==> src/rtl/tl_mem_master.sv <==
// TileLink-UL initiator for one L2 memory port. It issues single-beat Get/Put requests on channel A.
// It tracks outstanding source IDs and returns D responses, which may arrive in any order, with protocol error checking.
module tl_mem_master #(
  parameter int OP_BITS      = 3,
  parameter int SIZE_BITS    = 3,
  parameter int SOURCE_BITS  = 4,
  parameter int ADDRESS_BITS = 32,
  parameter int DATA_BITS    = 64,
  parameter int MASK_BITS    = 8,
  parameter int NUM_SRC      = 4
) (
  input  logic                    clk,
  input  logic                    rstn,
  // Handshakes (req, A, D, rsp): a beat transfers on a rising edge where valid && ready;
  // a producer holding valid keeps its payload unchanged until that edge.
  input  logic                    req_valid,
  output logic                    req_ready,
  input  logic                    req_write,
  input  logic [ADDRESS_BITS-1:0] req_address,
  input  logic [DATA_BITS-1:0]    req_data,
  input  logic [MASK_BITS-1:0]    req_mask,
  output logic                    out_a_valid_o,
  input  logic                    out_a_ready_i,
  output logic [OP_BITS-1:0]      out_a_opcode_o,
  output logic [SIZE_BITS-1:0]    out_a_size_o,
  output logic [SOURCE_BITS-1:0]  out_a_source_o,
  output logic [ADDRESS_BITS-1:0] out_a_address_o,
  output logic [MASK_BITS-1:0]    out_a_mask_o,
  output logic [DATA_BITS-1:0]    out_a_data_o,
  output logic [2:0]              out_a_param_o,
  input  logic                    out_d_valid_i,
  output logic                    out_d_ready_o,
  input  logic [OP_BITS-1:0]      out_d_opcode_i,
  input  logic [SIZE_BITS-1:0]    out_d_size_i,
  input  logic [SOURCE_BITS-1:0]  out_d_source_i,
  input  logic [DATA_BITS-1:0]    out_d_data_i,
  input  logic [2:0]              out_d_param_i,
  output logic                    rsp_valid,
  input  logic                    rsp_ready,
  output logic                    rsp_write,
  output logic [SOURCE_BITS-1:0]  rsp_source,
  output logic [DATA_BITS-1:0]    rsp_data,
  output logic                    rsp_err,
  output logic [SOURCE_BITS:0]    outstanding,
  output logic                    idle,
  output logic                    a_state_o
);

  typedef enum logic {A_IDLE = 1'b0, A_SEND = 1'b1} a_state_e;

  localparam logic [SIZE_BITS-1:0] BEAT_SIZE   = SIZE_BITS'($clog2(DATA_BITS / 8));
  localparam logic [OP_BITS-1:0]   OP_GET      = OP_BITS'(4);
  localparam logic [OP_BITS-1:0]   OP_PUT_FULL = OP_BITS'(0);
  localparam logic [OP_BITS-1:0]   OP_PUT_PART = OP_BITS'(1);
  localparam logic [OP_BITS-1:0]   OP_ACK      = OP_BITS'(0);
  localparam logic [OP_BITS-1:0]   OP_ACK_DATA = OP_BITS'(1);

  a_state_e                state_q;
  logic [OP_BITS-1:0]      a_opcode_q;
  logic [SIZE_BITS-1:0]    a_size_q;
  logic [SOURCE_BITS-1:0]  a_source_q;
  logic [ADDRESS_BITS-1:0] a_address_q;
  logic [MASK_BITS-1:0]    a_mask_q;
  logic [DATA_BITS-1:0]    a_data_q;

  logic [NUM_SRC-1:0]      busy_q, busy_d, is_write_q, is_write_d, alloc_oh, free_oh;
  logic [SOURCE_BITS-1:0]  alloc_src;
  logic                    has_free, accept, a_fire, d_fire, src_ok, src_wr, d_err;
  logic                    rsp_valid_q, rsp_write_q, rsp_err_q;
  logic [SOURCE_BITS-1:0]  rsp_source_q;
  logic [DATA_BITS-1:0]    rsp_data_q;
  logic [SOURCE_BITS:0]    busy_cnt;
  logic                    unused_d_param;

  assign unused_d_param = ^out_d_param_i;

  // Allocation looks only at the registered bitmap, so a source freed this cycle is not reused until next cycle.
  always_comb begin
    has_free  = 1'b0;
    alloc_src = '0;
    alloc_oh  = '0;
    for (int i = 0; i < NUM_SRC; i++) begin
      if (!busy_q[i] && !has_free) begin
        has_free    = 1'b1;
        alloc_src   = SOURCE_BITS'(i);
        alloc_oh[i] = 1'b1;
      end
    end
  end

  always_comb begin
    src_ok  = 1'b0;
    src_wr  = 1'b0;
    free_oh = '0;
    for (int i = 0; i < NUM_SRC; i++) begin
      if (out_d_source_i == SOURCE_BITS'(i) && busy_q[i]) begin
        src_ok     = 1'b1;
        src_wr     = is_write_q[i];
        free_oh[i] = 1'b1;
      end
    end
    d_err = !src_ok || (out_d_opcode_i != (src_wr ? OP_ACK : OP_ACK_DATA)) ||
            (out_d_size_i != BEAT_SIZE);
  end

  always_comb begin
    busy_cnt = '0;
    for (int i = 0; i < NUM_SRC; i++) busy_cnt = busy_cnt + {{SOURCE_BITS{1'b0}}, busy_q[i]};
  end

  assign req_ready     = has_free && (state_q == A_IDLE || out_a_ready_i);
  assign accept        = req_valid && req_ready;
  assign a_fire        = out_a_valid_o && out_a_ready_i;
  assign out_d_ready_o = !rsp_valid_q || rsp_ready;
  assign d_fire        = out_d_valid_i && out_d_ready_o;

  assign busy_d     = (busy_q & ~(d_fire ? free_oh : '0)) | (accept ? alloc_oh : '0);
  assign is_write_d = accept ? ((is_write_q & ~alloc_oh) | (req_write ? alloc_oh : '0)) : is_write_q;

  always_ff @(posedge clk or negedge rstn) begin
    if (!rstn) begin
      state_q     <= A_IDLE;
      a_opcode_q  <= '0;
      a_size_q    <= '0;
      a_source_q  <= '0;
      a_address_q <= '0;
      a_mask_q    <= '0;
      a_data_q    <= '0;
    end else if (accept) begin
      state_q     <= A_SEND;
      a_opcode_q  <= !req_write ? OP_GET : (&req_mask ? OP_PUT_FULL : OP_PUT_PART);
      a_size_q    <= BEAT_SIZE;
      a_source_q  <= alloc_src;
      a_address_q <= req_address;
      a_mask_q    <= req_write ? req_mask : '1;
      a_data_q    <= req_write ? req_data : '0;
    end else if (a_fire) begin
      state_q <= A_IDLE;
    end
  end

  always_ff @(posedge clk or negedge rstn) begin
    if (!rstn) begin
      busy_q       <= '0;
      is_write_q   <= '0;
      rsp_valid_q  <= 1'b0;
      rsp_write_q  <= 1'b0;
      rsp_err_q    <= 1'b0;
      rsp_source_q <= '0;
      rsp_data_q   <= '0;
    end else begin
      busy_q     <= busy_d;
      is_write_q <= is_write_d;
      if (d_fire) begin
        rsp_valid_q  <= 1'b1;
        rsp_write_q  <= src_wr;
        rsp_err_q    <= d_err;
        rsp_source_q <= out_d_source_i;
        rsp_data_q   <= src_wr ? '0 : out_d_data_i;
      end else if (rsp_ready) begin
        rsp_valid_q <= 1'b0;
      end
    end
  end

  assign out_a_valid_o   = (state_q == A_SEND);
  assign out_a_opcode_o  = a_opcode_q;
  assign out_a_size_o    = a_size_q;
  assign out_a_source_o  = a_source_q;
  assign out_a_address_o = a_address_q;
  assign out_a_mask_o    = a_mask_q;
  assign out_a_data_o    = a_data_q;
  assign out_a_param_o   = 3'd0;
  assign rsp_valid       = rsp_valid_q;
  assign rsp_write       = rsp_write_q;
  assign rsp_source      = rsp_source_q;
  assign rsp_data        = rsp_data_q;
  assign rsp_err         = rsp_err_q;
  assign outstanding     = busy_cnt;
  assign idle            = !out_a_valid_o && (busy_q == '0) && !rsp_valid_q;
  assign a_state_o       = state_q;

endmodule

==> config.mk <==
export PLATFORM = sky130hd
export DESIGN_NAME = tl_mem_master
export DESIGN_NICKNAME = d
export VERILOG_FILES = /design/src/rtl/tl_mem_master.sv
export SDC_FILE = /design/constraint.sdc
export NUM_CORES = 1
export LEC_CHECK = 0
export ABC_AREA = 1
export CELL_PAD_IN_SITES_DETAIL_PLACEMENT = 1
export CELL_PAD_IN_SITES_GLOBAL_PLACEMENT = 1
export CORE_ASPECT_RATIO = 0.5
export CORE_MARGIN = 4
export CORE_UTILIZATION = 35
export DETAILED_ROUTE_END_ITERATION = 10
export DONT_BUFFER_PORTS = 1
export PLACE_DENSITY_LB_ADDON = 0.1
export SYNTH_ARGS = -nofsm -noshare
export SYNTH_HDL_FRONTEND = slang
export SYNTH_SLANG_ARGS = --single-unit
==> constraint.sdc <==
create_clock -name clk -period 4 [get_ports clk]
set_clock_uncertainty 0.1 [all_clocks]
set_input_delay 0.4 -clock clk [delete_from_list [all_inputs] [get_ports clk]]
set_output_delay 0.4 -clock clk [all_outputs]
set_load 0.02 [all_outputs]
; ---- Word level (Yosys, flattened, before mapping)
; Index checks and enable logic that the tools add are counted.
[op_classes]
addsub = 3
eq_ne = 5
mux = 34
bitwise = 7
n_reduce_logical = 30
[ops]
columns = op, n
row1 = 2-to-1 mux 64 bit, 2
row2 = 2-to-1 mux 1 bit, 25
row3 = 2-to-1 mux 4 bit, 4
row4 = logical AND 1 bit, 13
row5 = AND 4 bit, 2
row6 = equality test 4 x 2 -> 1 bit (second input constant), 2
row7 = zero test 1 bit, 8
row8 = zero test 4 bit, 2
row9 = 2-to-1 mux 8 bit, 1
row10 = NOT 4 bit, 2
row11 = OR 4 bit, 2
row12 = AND reduction 8 bit, 1
row13 = adder 3 x 1 -> 4 bit, 1
row14 = equality test 4 x 1 -> 1 bit (second input constant), 1
row15 = logical OR 1 bit, 4
row16 = nonzero test 2 bit, 2
row17 = adder 2 x 1 -> 3 bit, 1
row18 = 2-to-1 mux 3 bit, 1
row19 = != test 3 x 1 -> 1 bit, 1
row20 = != test 3 x 2 -> 1 bit (second input constant), 1
row21 = adder 1 x 1 -> 2 bit, 1
row22 = 2-to-1 mux 2 bit, 1
row23 = NOT 1 bit, 1
[word_totals]
ff_bits = 192
inputBits = 188
out_inout_bits = 198
wordCells = 93

; ---- Longest topological paths before layout
; Gate-level depths: netlist of the first run.
[logic_depth]
ltp_word = 13
depth_mapped = 12
ltp_nobuf = 10

; ---- Least setup slack after synthesis of the first run
; Ideal clock, no wire load.
[synth_timing]
path_kind = flip-flop to output port
from = reg busy_q[0]
to = out outstanding[1]
arrival_time_ns = 1.614
t_required_ns = 3.500
setup_slack_ns = 1.886
stages_incl_launch_ff = 6
path_buffers = 0
path_cell_list = dfrtp_1 -> inv_1 -> fa_1 -> inv_1 -> ha_1 -> ha_1
[synth_via]
elab_chain_len = 3
[synth_rtl]
columns = item, line_no
row1 = "start, declared", 66  ; logic [NUM_SRC-1:0] busy_q, busy_d, is_write_q, is_write_d, alloc_oh, free_oh;
row2 = "start signal, assigned", 152  ; busy_q <= busy_d;
row3 = adder 1 x 1 -> 2 bit, 108  ; for (int i = 0; i < NUM_SRC; i++) busy_cnt = busy_cnt + {{SOURCE_BITS{1'b0}}, busy_q[i]};
row4 = adder 2 x 1 -> 3 bit, 108
row5 = adder 3 x 1 -> 4 bit, 108
row6 = "end, declared", 44  ; output logic [SOURCE_BITS:0] outstanding,
; No other way between the ends.

; ---- Worst setup path after layout of the first run
[layout_timing]
from = reg busy_q[0]
to = reg a_data_q[59], in the netlist out_a_data_o[59]
[layout_via]
elab_chain_len = 10
[layout_rtl]
columns = item, line_no
row1 = 2-to-1 mux 1 bit or logical AND 1 bit (tied branches), 83  ; if (!busy_q[i] && !has_free) begin
row2 = 2-to-1 mux 1 bit (*), 83
row3 = zero test 1 bit, 83
row4 = logical AND 1 bit, 83
row5 = 2-to-1 mux 1 bit (*), 83
row6 = zero test 1 bit, 83
row7 = logical AND 1 bit, 83
row8 = 2-to-1 mux 1 bit (*), 83
row9 = logical AND 1 bit (*), 111  ; assign req_ready = has_free && (state_q == A_IDLE || out_a_ready_i);
row10 = via req_ready, 17  ; output logic req_ready,
row11 = logical AND 1 bit (*), 112  ; assign accept = req_valid && req_ready;
row12 = "end signal, assigned", 136  ; a_data_q <= req_write ? req_data : '0;
row13 = "end, declared", 64  ; logic [DATA_BITS-1:0] a_data_q;
; The timed path passes the listed nets; every way through them passes the cells marked *.
; A chain may end at the register's enable or synchronous reset.

==> results of run 1 <==
## cell usage after synthesis, types with 2 or more instances
master    instances  area (um2)
a22o_1           64       560.5
buf_2            11       55.05
buf_4            11       82.58
buf_6            11       123.9
clkbuf_1         15       56.30
dfrtp_1         189        4730
ha_1              5       62.56
inv_1            23       86.33
inv_2             2       7.510
nand2_1         324        1216
nand3_1          10       50.05
nand4_1           7       43.79
nor2_1            9       33.78
nor3_1            2       10.01
o21ai_0          10       50.05
o22a_1            8       70.07
or2_2             2       12.51
## power groups by stage
stage / combinational [uW] / clock [uW] / sequential, uW
5_1_grt: 1660 / 2110 / 4100
3_5_place_dp: 1340 / 0 / 4040
2_1_floorplan: 1160 / 0 / 3780
3_3_place_gp: 1260 / 0 / 4060
4_1_cts: 1470 / 2040 / 4030
6_report: 1470 / 1960 / 4030
## final cells by class
cell class / instances / area, um2 / area share (%)
tap: 273 / 341.6 / 3.464
clock buffer: 17 / 425.4 / 4.314
timing repair buffer: 177 / 1759 / 17.84
multi-input combinational: 459 / 2250 / 22.81
clock inverter: 15 / 256.5 / 2.601
sequential: 189 / 4730 / 47.96
inverter: 26 / 100.1 / 1.015
## sequential cells by signal (all words and copies together), names as in the netlist, named ones only
signal and cells:
out_a_data_o 64, rsp_data 64, out_a_address_o 32, out_a_mask_o 8, busy_q 4, rsp_source 4
out_a_opcode_o 2, out_a_source_o 2, a_state_o 1, out_a_size_o 1, rsp_err 1, rsp_valid 1
rsp_write 1
## final timing paths
path / end / slack, ns / depth (start not counted)
hold reg to reg: flip-flop / 0.39 / 2
max in group asynchronous: out_a_address_o[28] / 3.87 / 0
min in group clk: a_state_o / 0.05 / 3
setup reg to reg: out_a_data_o[59] / 1.19 / 10
setup / recovery: out_a_data_o[59] / 1.19 / 10
hold / removal: rsp_data[41] / -0.43 / 0
## kinds of logic after synthesis
kind of cell,Yosys count
AND/OR/NAND/NOR,358
flip-flops,189
AO/OA/AOI/OAI,85
buffers and inverters,74
adder cells (fa/ha/maj),6
multiplexers,1
other,1
## stage by stage
step | worst slack (ns) | power [uW]
3_5_place_dp | 1.205 | 5382
6_report | 1.187 | 7464
5_1_grt | 0.9357 | 7874
4_1_cts | 1.187 | 7535
2_1_floorplan | 1.886 | 4931
3_3_place_gp | 1.262 | 5319
## routing by layer
metal	vias up	share of wire, %
li1	2587	-
met1	2839	40
met2	207	50
met3	45	7.2
met4	0	2.5
met5	-	0
## repair_timing
action	in CTS	in global routing
endpoints found under the setup margin	0	0
gates resized for setup	0	0
endpoints found under the hold margin	364	189
==> impl_table.tex, run 1 <==
\begin{tabular}{lr}
\hline
Metric & Value \\
\hline
\multicolumn{2}{l}{\textbf{STA}} \\
\quad Sum Neg Setup Slack & 0 ns \\
\quad Worst Max-Slew Pin Slew & roughly 1.1 ns \\
\quad Final setup violation count & 0 \\
\quad Count of final hold-check violations & 189 \\
\quad Max-slew violation count & 0 \\
\quad Time the final worst path needs with I/O delays and setup & between 2 and 3 ns \\
\quad Fmax & approximately 0.36 GHz \\
\quad Unrepaired setup endpoints after global routing & false \\
\quad Remaining max-slew budget at the tightest pin & between 20\% and 30\% \\
\quad Worst Hold Slack & -0.4310 ns \\
\quad Final worst-path cycle share & $\sim$70\% \\
\multicolumn{2}{l}{\textbf{Synth}} \\
\quad Average cell area after synthesis & 10.31 um2 \\
\quad Compound-Gate Fraction of Synth Area & 9.572\% \\
\quad Distinct cell type count of the synthesized netlist & 28 \\
\quad Warnings from Yosys & 0 \\
\quad Part of the Yosys area used for sequential elements & between 60\% and 70\% \\
\quad Netlist Area Pre-Place & approximately 7400 um2 \\
\quad Area fraction in and, or, nand and nor cells after synthesis & between 10\% and 20\% \\
\quad Number of flip-flops and latches in the synthesized netlist & about 190 \\
\quad Number of instances in the synthesized netlist & just over 700 \\
\quad Combinational family with the most area after synthesis & simple AND/OR/NAND/NOR gates \\
\quad Number of enable flip-flop cells after synthesis & 0 \\
\quad Primary flip-flop cell chosen by synthesis mapping & dfrtp\_1 \\
\quad Share of synthesized flip-flops with an asynchronous set or reset & 100.0\% \\
\quad Fraction of synthesized area in multiplexers & 0.1530\% \\
\quad Share of the synthesized netlist area taken by xor and xnor gates & 0\% \\
\quad Post-Synth Adder-Cell Area & 1.122\% \\
\multicolumn{2}{l}{\textbf{Global routing}} \\
\quad Layer with the highest usage & met2 \\
\quad GR met3 Demand/Resource & between 5 and 6\% \\
\quad Global Route met2 Usage & between 30\% and 40\% \\
\quad Vias in the first global route & between 6k and 7k \\
\quad Overflow left after global routing & 0 \\
\quad Largest net degree at the start of global routing & 190 \\
\quad Wire length of the first global-routing pass & $\sim$37 mm \\
\quad Gr usage total & roughly a fifth \\
\quad Antenna violations before repair & 0 \\
\quad Grt met1 use & 23.41\% \\
\multicolumn{2}{l}{\textbf{Power and ir drop}} \\
\quad Power Internal & $\sim$4400 uW \\
\quad IR drop worst, VDD & about 0.00033 V \\
\quad Power share of the clock group & 26.3\% \\
\quad Switching power of the nets & slightly above 3000 uW \\
\quad Sequential fraction of design power & between 50\% and 60\% \\
\quad P\_leak & between 0.004 and 0.005 uW \\
\quad Power density cells & 756.8 nW/um2 \\
\quad Switching power as a share of total power & about two fifths \\
\quad Combinational fraction of design power & around a fifth \\
\multicolumn{2}{l}{\textbf{Clock tree}} \\
\quad \# H-tree levels & 4 \\
\quad Maximum buffer depth of the clock tree & 2 \\
\quad Clock tree from TritonCTS & built \\
\quad CTS sink cnt & around 190 \\
\quad Post-cts hold buffer count & about 170 \\
\quad Root buf cell & clkbuf\_16 \\
\quad Setup fix buffers added after clock tree synthesis & 0 \\
\quad Total clock buffers created by CTS & 17 \\
\quad Source-to-sink clock delay at the later pin of the worst-skew pair & around 0.42 ns \\
\quad Clock-pin transition on the worst setup and hold timing paths & around 0.070 ns \\
\multicolumn{2}{l}{\textbf{Cells and area}} \\
\quad Most frequent cells in the layout & nand2\_1 (324), dfrtp\_1 (189), dlygate4sd3\_1 (172) \\
\quad Core Util, Final & 47.87\% \\
\quad Diodes inserted & 0 \\
\quad Area growth from synthesis to layout & 34.00\% \\
\quad Final \#Nets & approximately 1.1k \\
\quad Total of fill cells in the finished design & between 2k and 2.5k \\
\quad Most common library cell in the layout ignoring fill and taps & nand2\_1 \\
\quad Fraction of final layout cells with drive strength greater than 1 & 5.549\% \\
\quad Post-route cell area & 9862 um2 \\
\quad Non-filler cells, final & about 1.2k \\
\multicolumn{2}{l}{\textbf{Placed design}} \\
\quad DP HPWL & 14.51 mm \\
\quad Routability-driven placement congestion ratio & roughly 0.77 \\
\quad Port buffer count & 0 \\
\quad Total instance count after detailed placement & 952 \\
\quad Post-place instance area & approximately 7500 um2 \\
\multicolumn{2}{l}{\textbf{Die}} \\
\quad Core area & 20600 um2 \\
\quad Initial Util & a little over a third \\
\quad Die Y & between 100 and 150 um \\
\quad Area of the die & roughly 24000 um2 \\
\quad Number of placement rows & 37 \\
\quad Ports & around 390 \\
\quad Chip width & between 200 and 250 um \\
\multicolumn{2}{l}{\textbf{Routing}} \\
\quad Number of search-and-repair iterations in the first detailed-routing pass & 4 \\
\quad Count of routing violations after the opening detailed-route iteration & 355 \\
\quad Wire length after detailed routing & between 20 and 25 mm \\
\quad Average detailed-routed wire length per instance & 20.24 um \\
\quad Post-DRT Antenna Nets & 0 \\
\quad Final routed DRC violation total & 0 \\
\quad Total number of vias & 5678 \\
\quad Post-DR vias/cell & between 4 and 5 \\
\multicolumn{2}{l}{\textbf{Run status}} \\
\quad Failing checks & negative hold slack \\
\quad Outcome & finished, violations left \\
\multicolumn{2}{l}{\textbf{Worst setup path}} \\
\quad Worst path required time & approximately 4.3 ns \\
\quad Slowest-stage cell, CP & inv\_2 \\
\quad CP Cell Sequence & ha\_1, nand3\_1, nand2\_1, inv\_2, nand2\_4, inv\_4, nand2\_8, inv\_2, buf\_4, a22o\_1 \\
\quad Family with the most delay on the worst path & buffers and inverters \\
\quad CP Capture Type & flip-flop \\
\quad Worst setup path start & busy\_q[0] \\
\quad Startpoint of the most critical register-to-register path & busy\_q[0] \\
\quad Critical path buffer and inverter count & 4 \\
\quad Cell type with the highest occurrence count on the critical path & inv\_2 \\
\quad Worst endpoint data arrival time & 3.07 ns \\
\quad Worst-path fanout max & between 40 and 50 \\
\quad Kind of launch point of the worst setup path & flip-flop \\
\quad Max incr delay on CP & between 0.4 and 0.5 ns \\
\quad WS Path Type & flip-flop to flip-flop \\
\multicolumn{2}{l}{\textbf{Hold path}} \\
\quad Worst min path class & input port to asynchronous set/reset pin \\
\multicolumn{2}{l}{\textbf{Run}} \\
\quad Max-cap check violation count & 0 \\
\hline
\end{tabular}
Note: power is estimated with default switching activity, not from simulation.
==> inputs of run 2 (changes only) <==
Clock period 4 ns to 2.8 ns, I/O delays scaled along.
==> impl_table.tex, run 2 (synthesized netlist as in run 1, its figures left out) <==
\begin{tabular}{lr}
\hline
Metric & Value \\
\hline
\multicolumn{2}{l}{\textbf{Run status}} \\
\quad Outcome & finished, violations left (unchanged) \\
\quad Failing checks & negative hold slack (unchanged) \\
\multicolumn{2}{l}{\textbf{Global routing}} \\
\quad Wire length of the first global-routing pass & 36.39 mm (was 36.51 mm) \\
\quad Overflow left after global routing & 0 (unchanged) \\
\quad Gr usage total & 19.52\% (was 19.63\%) \\
\quad Antenna violations before repair & 0 (unchanged) \\
\quad Largest net degree at the start of global routing & 190 (unchanged) \\
\quad Vias in the first global route & 6313 (was 6262) \\
\multicolumn{2}{l}{\textbf{Routing}} \\
\quad Count of routing violations after the opening detailed-route iteration & 347 (was 355) \\
\quad Post-DRT Antenna Nets & 0 (unchanged) \\
\quad Average detailed-routed wire length per instance & 20.18 um (was 20.24 um) \\
\quad Final routed DRC violation total & 0 (unchanged) \\
\quad Routed length on met3 & 1.749 mm (was 1.687 mm) \\
\quad Post-DR vias/cell & 4.914 (was 4.912) \\
\quad Wire length after detailed routing & 23.45 mm (was 23.40 mm) \\
\quad Routed met2 length & 11.70 mm (was 11.77 mm) \\
\quad Number of search-and-repair iterations in the first detailed-routing pass & 4 (unchanged) \\
\quad Total number of vias & 5710 (was 5678) \\
\quad WL met1 & 9.437 mm (was 9.354 mm) \\
\quad Top layer used by detailed routing & met4 (unchanged) \\
\multicolumn{2}{l}{\textbf{Worst setup path}} \\
\quad Max incr delay on CP & 0.54 ns (was 0.47 ns) \\
\quad Worst endpoint data arrival time & 2.18 ns (was 3.07 ns) \\
\quad CP Cell Sequence & inv\_1, fa\_1, inv\_1, ha\_1, ha\_1 (was ha\_1, nand3\_1, nand2\_1, inv\_2, nand2\_4, inv\_4, nand2\_8, inv\_2, buf\_4, a22o\_1) \\
\quad Worst-path fanout max & 8 (was 45) \\
\quad Startpoint of the most critical register-to-register path & busy\_q[0] (unchanged) \\
\quad Cells on worst reg2reg path & 10 (unchanged) \\
\quad Worst path required time & 2.42 ns (was 4.26 ns) \\
\quad WS Path Type & flip-flop to primary output (was flip-flop to flip-flop) \\
\quad Capture point of the worst reg-to-reg path & out\_a\_data\_o[51] (was out\_a\_data\_o[59]) \\
\quad Kind of launch point of the worst setup path & flip-flop (unchanged) \\
\quad Slowest-stage cell, CP & fa\_1 (was inv\_2) \\
\quad CP Capture Type & primary output (was flip-flop) \\
\quad R2r setup slk & 0.54 ns (was 1.19 ns) \\
\multicolumn{2}{l}{\textbf{STA}} \\
\quad Remaining max-slew budget at the tightest pin & 56.26\% (was 26.29\%) \\
\quad Fmax & 0.3900 GHz \\
\quad Worst Hold Slack & -0.5543 ns (was -0.4310 ns) \\
\quad Final worst-path cycle share & between 90 and 100\% \\
\quad Sum Neg Setup Slack & 0 ns (unchanged) \\
\quad Final setup violation count & 0 (unchanged) \\
\quad Unrepaired setup endpoints after global routing & false (unchanged) \\
\quad Time the final worst path needs with I/O delays and setup & about 2.6 ns \\
\quad Worst Max-Slew Pin Slew & 0.6511 ns (was 1.106 ns) \\
\quad Max-slew violation count & 0 (unchanged) \\
\quad Count of final hold-check violations & 189 (unchanged) \\
\multicolumn{2}{l}{\textbf{Die}} \\
\quad Die Y & 110.5 um (unchanged) \\
\quad Core area & 20600 um2 (unchanged) \\
\quad Chip width & 213.1 um (unchanged) \\
\quad Area of the die & 23550 um2 (unchanged) \\
\quad Number of placement rows & 37 (unchanged) \\
\quad Ports & 386 (unchanged) \\
\quad Initial Util & 35.72\% (unchanged) \\
\multicolumn{2}{l}{\textbf{Clock tree}} \\
\quad Quantity of gates resized following cts & 0 (unchanged) \\
\quad Maximum buffer depth of the clock tree & 2 (unchanged) \\
\quad Clock tree from TritonCTS & built (unchanged) \\
\quad Total clock buffers created by CTS & 17 (unchanged) \\
\quad Root buf cell & clkbuf\_16 (unchanged) \\
\quad CTS sink cnt & 189 (unchanged) \\
\quad Setup fix buffers added after clock tree synthesis & 0 (unchanged) \\
\quad Post-cts hold buffer count & 176 (was 172) \\
\quad Clock-pin transition on the worst setup and hold timing paths & 0.07 ns (about the same) \\
\quad Source-to-sink clock delay at the later pin of the worst-skew pair & 0.42 ns (about the same) \\
\quad \# H-tree levels & 4 (unchanged) \\
\multicolumn{2}{l}{\textbf{Power and ir drop}} \\
\quad IR drop worst, VDD & 0.0005198 V (was 0.0003312 V) \\
\quad Power density cells & 1060 nW/um2 (was 756.8 nW/um2) \\
\quad P\_leak & 0.004886 uW (was 0.004881 uW) \\
\multicolumn{2}{l}{\textbf{Placed design}} \\
\quad Routability-driven placement congestion ratio & 0.7810 (was 0.7718) \\
\quad Port buffer count & 0 (unchanged) \\
\quad DP HPWL & 14.97 mm (was 14.51 mm) \\
\multicolumn{2}{l}{\textbf{Cells and area}} \\
\quad Total of fill cells in the finished design & 2225 (was 2219) \\
\quad Most common library cell in the layout ignoring fill and taps & nand2\_1 (unchanged) \\
\quad Most frequent cells in the layout & nand2\_1 (324), dfrtp\_1 (189), dlygate4sd3\_1 (176) (was nand2\_1 (324), dfrtp\_1 (189), dlygate4sd3\_1 (172)) \\
\quad Area growth from synthesis to layout & 34.53\% (was 34.00\%) \\
\quad Final \#Nets & 1070 (was 1064) \\
\quad Diodes inserted & 0 (unchanged) \\
\quad Fraction of final layout cells with drive strength greater than 1 & 5.624\% (was 5.549\%) \\
\multicolumn{2}{l}{\textbf{Run}} \\
\quad Max-cap check violation count & 0 (unchanged) \\
\multicolumn{2}{l}{\textbf{Hold path}} \\
\quad Worst min path class & input port to asynchronous set/reset pin (unchanged) \\
\hline
\end{tabular}
run 2: cell types whose count changed in the layout (fill, tap and decap cells not counted):
| cell | delta |
|---|---|
| clkbuf_1 | +1 |
| clkinv_4 | -1 |
| inv_6 | -3 |
| clkbuf_8 | +2 |
| bufinv_16 | -2 |
| clkinvlp_4 | +3 |
| buf_12 | +2 |
| dlygate4sd3_1 | +4 |
run 2: cell type report:
class	count	area, um2	share of cell area (%)
sequential	189	4730	47.77
multi-input combinational	459	2250	22.72
timing repair buffer	183	1839	18.58
clock buffer	20	456.7	4.613
tap	273	341.6	3.450
clock inverter	12	183.9	1.858
inverter	26	100.1	1.011
run 2: how the worst max path moves through the flow:
stage	start	endpoint	slack (ns)	depth (start not counted)
after CTS	busy_q[0]	outstanding[1]	0.17	5
final	busy_q[0]	outstanding[1]	0.24	5
after global placement	busy_q[0]	out_a_data_o[50]	0.61	10
after detailed placement	busy_q[0]	out_a_data_o[63]	0.56	10
after global routing	busy_q[0]	outstanding[1]	0.07	5
after floorplan	busy_q[0]	outstanding[1]	0.81	5
run 2: report_power, final:
part / switching [uW] / leakage [uW] / internal (uW)
sequential: 2060 / 0.00234 / 3690
combinational: 1170 / 0.00224 / 959
clock: 1070 / 0.000301 / 1550
run 2: stage by stage:
stage          total power, uW  instances  setup slack (ns)  utilization [%]  cell area, um2
6_report                 10500       1162            0.2358            48.06            9901
5_1_grt                  11100       1162           0.06710            48.06            9901
4_1_cts                  10620       1162            0.1685            48.06            9901
3_5_place_dp              7726        954            0.5592            36.40            7498
3_3_place_gp              7632        954            0.6118            36.40            7498
2_1_floorplan             7045        722            0.8063                -            7390
run 2: critical path: cells and delay by family, from the launching register on:
family,cells,cell delay [ns]
adder cells (fa/ha/maj),3,1.11
buffers and inverters,2,0.17
flip-flops,1,0.47
run 2: per-layer routing:
layer	vias up	track usage, %
li1	2596	-
met1	2864	22.81
met2	210	33.86
met3	40	6.443
met4	0	6.346
met5	-	0
==> inputs of run 3 (changes only) <==
Settings changed: CORE_UTILIZATION 35 to 45.
==> impl_table.tex, run 3 (synthesized netlist as in run 1, its figures left out) <==
\begin{tabular}{lr}
\hline
Metric & Value \\
\hline
\multicolumn{2}{l}{\textbf{Run status}} \\
\quad Outcome & finished, violations left (unchanged) \\
\quad Failing checks & negative hold slack (unchanged) \\
\multicolumn{2}{l}{\textbf{Cells and area}} \\
\quad Most common library cell in the layout ignoring fill and taps & nand2\_1 (unchanged) \\
\quad Fraction of final layout cells with drive strength greater than 1 & 5.730\% (was 5.624\%) \\
\quad Most frequent cells in the layout & nand2\_1 (324), dfrtp\_1 (189), dlygate4sd3\_1 (177) (was nand2\_1 (324), dfrtp\_1 (189), dlygate4sd3\_1 (176)) \\
\quad Sequential cell area in the final layout & 4730 um2 (unchanged) \\
\quad Total of fill cells in the finished design & 1695 (was 2225) \\
\quad Final \#Nets & 1071 (was 1070) \\
\quad Area growth from synthesis to layout & 33.71\% (was 34.53\%) \\
\quad Area of the multi-input gates & 2250 um2 (unchanged) \\
\multicolumn{2}{l}{\textbf{Worst setup path}} \\
\quad Startpoint of the most critical register-to-register path & busy\_q[0] (unchanged) \\
\quad Worst setup path start & busy\_q[0] (unchanged) \\
\quad Slowest-stage cell, CP & fa\_1 (unchanged) \\
\quad Max incr delay on CP & 0.55 ns (was 0.54 ns) \\
\quad R2r setup slk & 0.53 ns (was 0.54 ns) \\
\quad Capture point of the worst reg-to-reg path & out\_a\_data\_o[12] (was out\_a\_data\_o[51]) \\
\quad Worst path required time & 2.42 ns (about the same) \\
\quad WS Path Type & flip-flop to primary output (unchanged) \\
\quad CP Capture Type & primary output (unchanged) \\
\quad Critical path endpoint & outstanding[1] (unchanged) \\
\quad Worst-path fanout max & 8 (unchanged) \\
\quad CP Cell Sequence & inv\_1, fa\_1, inv\_1, ha\_1, ha\_1 (unchanged) \\
\quad Kind of launch point of the worst setup path & flip-flop (unchanged) \\
\quad Cells on worst reg2reg path & 10 (unchanged) \\
\quad Worst endpoint data arrival time & 2.21 ns (was 2.18 ns) \\
\multicolumn{2}{l}{\textbf{Clock tree}} \\
\quad Post-cts hold buffer count & 177 (was 176) \\
\quad Clock-pin transition on the worst setup and hold timing paths & 0.08 ns (was 0.07 ns) \\
\quad Root buf cell & clkbuf\_16 (unchanged) \\
\quad Quantity of gates resized following cts & 0 (unchanged) \\
\quad Clock tree from TritonCTS & built (unchanged) \\
\quad CTS sink cnt & 189 (unchanged) \\
\quad Maximum buffer depth of the clock tree & 2 (unchanged) \\
\quad Setup fix buffers added after clock tree synthesis & 0 (unchanged) \\
\quad Total clock buffers created by CTS & 17 (unchanged) \\
\quad \# H-tree levels & 4 (unchanged) \\
\quad Source-to-sink clock delay at the later pin of the worst-skew pair & 0.41 ns (was 0.42 ns) \\
\multicolumn{2}{l}{\textbf{Die}} \\
\quad Initial Util & 46.89\% (was 35.72\%) \\
\quad Number of placement rows & 32 (was 37) \\
\quad Area of the die & 18590 um2 (was 23550 um2) \\
\quad Die Y & 98.43 um (was 110.5 um) \\
\quad Core area & 15700 um2 (was 20600 um2) \\
\quad Chip width & 188.9 um (was 213.1 um) \\
\quad Ports & 386 (unchanged) \\
\multicolumn{2}{l}{\textbf{Placed design}} \\
\quad Routability-driven placement congestion ratio & 0.7611 (was 0.7810) \\
\quad Port buffer count & 0 (unchanged) \\
\quad DP HPWL & 14.98 mm (was 14.97 mm) \\
\quad Placement Setup Slack & 0.6279 ns (was 0.5592 ns) \\
\multicolumn{2}{l}{\textbf{STA}} \\
\quad Fmax & 0.3863 GHz (was 0.3900 GHz) \\
\quad Count of final hold-check violations & 189 (unchanged) \\
\quad Worst Hold Slack & -0.5579 ns (was -0.5543 ns) \\
\quad Final worst-path cycle share & 92.46\% (was 91.58\%) \\
\quad Sum Neg Setup Slack & 0 ns (unchanged) \\
\quad Time the final worst path needs with I/O delays and setup & 2.589 ns (was 2.564 ns) \\
\quad Unrepaired setup endpoints after global routing & false (unchanged) \\
\quad Final setup violation count & 0 (unchanged) \\
\quad Worst setup margin & 0.2111 ns (was 0.2358 ns) \\
\quad Remaining max-slew budget at the tightest pin & 50.35\% (was 56.26\%) \\
\quad Max-slew violation count & 0 (unchanged) \\
\quad Worst Max-Slew Pin Slew & 0.7448 ns (was 0.6511 ns) \\
\multicolumn{2}{l}{\textbf{Power and ir drop}} \\
\quad Power Internal & 5946 uW (was 6205 uW) \\
\quad Switching power as a share of total power & 43.59\% (was 40.89\%) \\
\quad Power share of the clock group & 24.0\% (was 25.0\%) \\
\quad P\_leak & 0.004882 uW (was 0.004886 uW) \\
\quad IR drop worst, VDD & 0.0005811 V (was 0.0005198 V) \\
\quad Sequential fraction of design power & 55.2\% (was 54.7\%) \\
\quad Switching power of the nets & 4595 uW (was 4293 uW) \\
\quad Power density cells & 1071 nW/um2 (was 1060 nW/um2) \\
\quad Combinational fraction of design power & 20.8\% (was 20.2\%) \\
\multicolumn{2}{l}{\textbf{Routing}} \\
\quad Post-DR vias/cell & 5.298 (was 4.914) \\
\quad Total number of vias & 5913 (was 5710) \\
\quad Number of search-and-repair iterations in the first detailed-routing pass & 6 (was 4) \\
\quad Count of routing violations after the opening detailed-route iteration & 287 (was 347) \\
\quad Average detailed-routed wire length per instance & 23.22 um (was 20.18 um) \\
\quad Post-DRT Antenna Nets & 0 (unchanged) \\
\quad Wire length after detailed routing & 25.91 mm (was 23.45 mm) \\
\quad Final routed DRC violation total & 0 (unchanged) \\
\multicolumn{2}{l}{\textbf{Global routing}} \\
\quad Overflow left after global routing & 0 (unchanged) \\
\quad Vias in the first global route & 6543 (was 6313) \\
\quad Largest net degree at the start of global routing & 190 (unchanged) \\
\quad Antenna violations before repair & 3 (was 0) \\
\quad Gr usage total & 27.67\% (was 19.52\%) \\
\quad Wire length of the first global-routing pass & 39.84 mm (was 36.39 mm) \\
\multicolumn{2}{l}{\textbf{Run}} \\
\quad Max-cap check violation count & 0 (unchanged) \\
\multicolumn{2}{l}{\textbf{Hold path}} \\
\quad Worst min path class & input port to asynchronous set/reset pin (unchanged) \\
\hline
\end{tabular}
run 3: cell types whose count changed in the layout (fill, tap and decap cells not counted), moves of 2 or more:
| cell | previous run | this run |
|---|---|---|
| inv_8 | 1 | 4 |
| clkinvlp_4 | 4 | 2 |
| diode_2 | 0 | 5 |
| clkinv_8 | 0 | 5 |
| clkbuf_8 | 2 | 0 |
| bufinv_16 | 4 | 1 |
run 3: worst min-delay path by stage:
stage               start                         end  cells past startpoint
floorplan            rstn  asynchronous set/reset pin                      0
CTS                  rstn          out_a_address_o[5]                      0
global placement     rstn         out_a_address_o[18]                      0
finish               rstn         out_a_address_o[18]                      0
detailed placement   rstn         out_a_address_o[16]                      0
global route         rstn         out_a_address_o[16]                      0
run 3: metal layers:
metal,vias up,global-route usage (%),part of all wire [%]
met2,257,51.14,54
met1,2988,28.95,35
met3,51,10.93,8.5
met4,0,9.681,2.6
met5,-,0,0
li1,2617,-,-
run 3: through the flow:
stage	power, uW	area, um2	hold WS (ns)	utilization [%]	instances
floorplan	7045	7390	-0.1156	-	722
global placement	7582	7433	-0.1117	47.36	902
detailed placement	7704	7433	-0.1112	47.36	902
CTS	10440	9828	-0.5772	62.62	1111
global route	11090	9836	-0.5940	62.67	1114
finish	10540	9841	-0.5579	62.70	1116
run 3: layout make-up:
| type | count | area share (%) |
|---|---|---|
| well taps | 221 | 2.810 |
| clock buffers | 17 | 4.323 |
| inverters | 26 | 1.017 |
| multi-input cells | 459 | 22.86 |
| flip-flops and latches | 189 | 48.06 |
| diodes | 5 | 0.1271 |
| repair buffers | 184 | 18.79 |
| clock inverters | 15 | 2.009 |
run 3: power by group through the flow:
stage	combinational (uW)	sequential, uW	clock, uW
floorplan	1650	5390	0
global placement	1790	5790	0
detailed placement	1910	5790	0
CTS	2120	5770	2550
global route	2440	5930	2720
finish	2190	5820	2530
run 3: critical path, delay by kind of cell (launching register included):
family | cells | cell delay (ns)
adder cells (fa/ha/maj) | 3 | 1.11
flip-flops | 1 | 0.49
buffers and inverters | 2 | 0.20
